<file path="config.mk">
export PLATFORM = sky130hd
export DESIGN_NAME = score_bcd_counter
export DESIGN_NICKNAME = d
export VERILOG_FILES = /design/src/rtl/score_bcd_counter.sv
export SDC_FILE = /design/constraint.sdc
export NUM_CORES = 1
export LEC_CHECK = 0
export BUFFER_PORTS_ARGS = -buffer_cell sky130_fd_sc_hd__clkbuf_2
export CAP_MARGIN = 25
export CORE_MARGIN = 10
export CORE_UTILIZATION = 62
export CTS_BUF_LIST = sky130_fd_sc_hd__clkbuf_4 sky130_fd_sc_hd__clkbuf_8
export CTS_CLUSTER_DIAMETER = 100
export CTS_CLUSTER_SIZE = 12
export DETAILED_ROUTE_END_ITERATION = 8
export GPL_TIMING_DRIVEN = 0
export PLACE_DENSITY = 0.87
export SKIP_CTS_REPAIR_TIMING = 1
export SLEW_MARGIN = 0
export SYNTH_ARGS = -nofsm -noshare
export SYNTH_HDL_FRONTEND = slang
export SYNTH_SLANG_ARGS = --single-unit
export TNS_END_PERCENT = 50
</file>
<file path="constraint.sdc">
create_clock -name clk -period 5.8 [get_ports clk]
set_input_delay 0.87 -clock clk [delete_from_list [all_inputs] [get_ports clk]]
set_output_delay 0.87 -clock clk [all_outputs]
set_load 0.02 [all_outputs]
</file>
<file path="src/rtl/score_bcd_counter.sv">
// Three-digit BCD score counter (000-999). Adds drain one point per cycle; corrections subtract one point.
// Every output comes straight from a register.
module score_bcd_counter (
  input  logic       clk,
  input  logic       reset,
  input  logic       clear,
  input  logic       add_valid,
  input  logic [1:0] add_pts,
  input  logic       sub_one,
  output logic       busy,
  output logic       sat,
  output logic [3:0] bcd_units,
  output logic [3:0] bcd_tens,
  output logic [3:0] bcd_hund
);

  typedef enum logic {
    IDLE  = 1'b0,
    COUNT = 1'b1
  } state_e;

  state_e     state_q;
  logic [1:0] pend_q;
  logic [3:0] units_q, tens_q, hund_q;
  logic       busy_q, sat_q;

  logic       at_max, at_min;
  logic [3:0] units_inc_d, tens_inc_d, hund_inc_d;
  logic [3:0] units_dec_d, tens_dec_d, hund_dec_d;

  // Carry and borrow chains. These are only consumed when the score is not at
  // 999 (increment) or 000 (decrement), so the hundreds digit never wraps.
  always_comb begin
    at_max      = (hund_q == 4'd9) && (tens_q == 4'd9) && (units_q == 4'd9);
    at_min      = (hund_q == 4'd0) && (tens_q == 4'd0) && (units_q == 4'd0);

    units_inc_d = (units_q == 4'd9) ? 4'd0 : units_q + 4'd1;
    tens_inc_d  = tens_q;
    hund_inc_d  = hund_q;
    if (units_q == 4'd9) begin
      tens_inc_d = (tens_q == 4'd9) ? 4'd0 : tens_q + 4'd1;
      if (tens_q == 4'd9) hund_inc_d = hund_q + 4'd1;
    end

    units_dec_d = (units_q == 4'd0) ? 4'd9 : units_q - 4'd1;
    tens_dec_d  = tens_q;
    hund_dec_d  = hund_q;
    if (units_q == 4'd0) begin
      tens_dec_d = (tens_q == 4'd0) ? 4'd9 : tens_q - 4'd1;
      if (tens_q == 4'd0) hund_dec_d = hund_q - 4'd1;
    end
  end

  // NOTE: sequential state uses non-blocking assignments so every register samples pre-edge values.
  always_ff @(posedge clk or posedge reset) begin
    if (reset) begin
      state_q <= IDLE;
      pend_q  <= 2'd0;
      units_q <= 4'd0;
      tens_q  <= 4'd0;
      hund_q  <= 4'd0;
      busy_q  <= 1'b0;
      sat_q   <= 1'b0;
    end else if (clear) begin
      state_q <= IDLE;
      pend_q  <= 2'd0;
      units_q <= 4'd0;
      tens_q  <= 4'd0;
      hund_q  <= 4'd0;
      busy_q  <= 1'b0;
      sat_q   <= 1'b0;
    end else begin
      case (state_q)
        IDLE: begin
          if (add_valid && (add_pts != 2'b00)) begin
            pend_q  <= add_pts;
            state_q <= COUNT;
            busy_q  <= 1'b1;
          end else if (sub_one && !at_min) begin
            units_q <= units_dec_d;
            tens_q  <= tens_dec_d;
            hund_q  <= hund_dec_d;
          end
        end
        COUNT: begin
          // Pending keeps draining at 999 so busy timing is unaffected by saturation.
          if (at_max) begin
            sat_q <= 1'b1;
          end else begin
            units_q <= units_inc_d;
            tens_q  <= tens_inc_d;
            hund_q  <= hund_inc_d;
          end
          pend_q <= pend_q - 2'd1;
          if (pend_q == 2'd1) begin
            state_q <= IDLE;
            busy_q  <= 1'b0;
          end
        end
        default: state_q <= IDLE;
      endcase
    end
  end

  assign busy      = busy_q;
  assign sat       = sat_q;
  assign bcd_units = units_q;
  assign bcd_tens  = tens_q;
  assign bcd_hund  = hund_q;

endmodule

</file>
==> impl_metrics.toml <==
[status]
status = "finished, final reports clean"

[worst_setup_path]
cp_slowest_stage_delay_ps = 510
worstPathRequired_ps = 6040
reg2reg_to = "bcd_tens[2]$_DFFE_PP0P_"
r2r-start = "state_q$_DFF_PP0_"
crit_type = "primary input to flop"
arrival_ps = 2710
crit_family = "simple AND/OR/NAND/NOR gates"
worst-path-buf-inv = 1
crit_chain = "clkbuf_2 > o21ai_0 > a211oi_1 > or3b_4 > or3b_2 > o2bb2ai_1"
cp_max_fo = 6
worst_setup_path_start_kind = "primary input"
r2r_slack_ps = 3480
end_kind = "flop"
ff2ff_path_depth = 5
critPathSlowestCell = "or3b_2"

[place]
finalWeightedCongestion = 0.847
hpwl_um = 2300
port_buffers = 19
placed_cell_area_um2 = 1380

[drt]
drt-pass1-iter-count = 4
antenna_left = 0
vias = 1258
wirelength_um = 3120
drtIter0Drc = 58
drc_errors = 0
wire_per_inst_um = 15.4
avgViaCountPerCell = 6.20

[finish]
finalInstanceArea_um2 = 1410
layout-drive-gt1-share = 0.193
antenna_cells = 0
layout.nets = 188
synthToLayoutAreaGrowth_pct = 12.5

[clocking]
cts_buffers = 3
clkSinkCount = 17
htree_levels = 1
tritoncts = "done"
cts_buffer_depth = 2
root_buffer = "clkbuf_4"
clk_latency_ps = 310
clk_pin_slew_ps = 110

[timing]
tightest_slew_ps = 668
setup_violations = 0
rsz0062_at_grt = "no"
hold_violations = 0
fin_skew_ps = 2.57
timing.final.crit_period_ps = 2480
fin_setup_tns_ps = 0
max_freq_ghz = 0.403
finalMaxSlewViolations = 0
period_share = 0.427
slew_headroom = 0.554

[synthesis]
yosysWarnings = 0
synth_ff_type = "dfrtp_1"
synth_area_per_cell_um2 = 8.17
async_reset_ff_frac = 1.00
ys_seq_area_frac = 0.340
synth_top_cell_by_area = "dfrtp_1"
ys_top_cells_by_area = "dfrtp_1 34%, o21ai_0 4.8%, a21oi_1 4.4%, nor2_1 4.2%, inv_1 3.3%"
synth_top_area_frac = 0.340
synth_edf_count = 0
synthDistinctLibCells = 47
ys_seq_elements = 17
synth_most_common_cell = "dfrtp_1"
synth.cell_area_um2 = 1250
syn_inst = 153
synth_common_cells = "17 x dfrtp_1, 14 x nor2_1, 12 x o21ai_0"
syn_nets = 164

[min_path]
whs_path_depth = 1
whs_endpoint = "pend_q[0]$_DFFE_PP0P_"
hold_start = "pend_q[0]$_DFFE_PP0P_"
min_path_type = "flop to flop"

[floorplan]
rows = 16
die_w_um = 64.9
die_area_um2 = 4210
initial_core_util = 0.644
io_pins = 21
die_height_um = 64.9
core_area_um2 = 1940

[run]
maxCapViolations = 0

[global_route]
grt_use_total = 0.150
grt_pass1_wl_um = 5280
grt_max_degree = 18
grt_pass1_vias = 1166
antenna_found_initial = 0
overflow = 0

[pwr]
p_per_area_nw_per_um2 = 470
max-vdd-ir-drop_v = 0.000334
p_leak_nw = 0.614
==> final cells by class <==
cell class              count  area, um^2
inverters                  11        41.3
repair buffers             19        95.1
plain buffers              13        71.3
clock inverters             1        5.00
flip-flops and latches     17         425
well taps                  27        33.8
multi-input cells         112         712
clock buffers               3        22.5
fillers                   152         536
==> worst reg2reg max path: cells and delay by family, from the launching register on <==
kind / cells / cell delay [ps]
DFF: 1 / 430
and+or+nand+nor: 2 / 900
buffers and inverters: 1 / 230
AOI/OAI and AO/OA: 2 / 690
==> where the power goes <==
| part | internal, W | total, W | switching, W |
|---|---|---|---|
| Combinational | 0.000157 | 0.000399 | 0.000242 |
| Clock | 0.0000258 | 0.0000688 | 0.0000431 |
| Sequential | 0.000152 | 0.000193 | 0.0000410 |
==> flip-flops by register name, summed over array words and instances (netlist names) <==
name,cells
bcd_hund,4
bcd_tens,4
bcd_units,4
pend_q,2
busy,1
sat,1
state_q,1
==> layout by cell type, fill, tap and decap left out, drive strengths merged, types with 4 or more instances in the layout <==
master	count
o211ai	4
nand3	6
a21oi	11
o21ai	18
dfrtp	17
inv	11
nor2	14
nand2	8
buf	7
clkbuf	28
==> cell families after synthesis <==
kind of cell	Yosys count	synth area share
AND/OR/NAND/NOR	50	0.222
multiplexers	1	0.00901
XOR/XNOR	4	0.0280
AO/OA/AOI/OAI	53	0.264
flip-flops	17	0.340
adder cells (fa/ha/maj)	4	0.0460
buffers and inverters	24	0.0901
==> metrics by stage <==
step	std cells	utilization	hold slack, ps	worst slack [ps]	total power (W)
after detailed placement	199	0.710	487	3030	0.000589
after CTS	203	0.724	504	3340	0.000658
final	203	0.724	504	3320	0.000661
after global placement	199	0.710	471	3050	0.000568
after global routing	203	0.724	526	3240	0.000719
after floorplan	153	-	454	3180	0.000489
==> how the worst max path moves through the flow <==
stage / start / end / slack [ps] / cells after the start
floorplan: clear / bcd_hund[3]$_DFFE_PP0P_ / 3180 / 7
global placement: add_pts[1] / bcd_tens[1]$_DFFE_PP0P_ / 3050 / 6
detailed placement: clear / bcd_hund[3]$_DFFE_PP0P_ / 3030 / 7
CTS: clear / bcd_hund[3]$_DFFE_PP0P_ / 3340 / 7
global route: add_pts[1] / bcd_tens[2]$_DFFE_PP0P_ / 3240 / 6
finish: add_pts[1] / bcd_tens[2]$_DFFE_PP0P_ / 3320 / 6
==> metal layers <==
| metal | share of wire | wire length [um] | vias up | track usage |
|---|---|---|---|---|
| met1 | 0.42 | 1320 | 581 | 0.186 |
| met4 | 0.013 | 42 | 0 | 0.0615 |
| met5 | 0 | 0 | - | 0 |
| met3 | 0.098 | 306 | 5 | 0.0464 |
| li1 | - | - | 606 | - |
| met2 | 0.47 | 1450 | 66 | 0.236 |
Note: power is estimated with default switching activity, not from simulation.
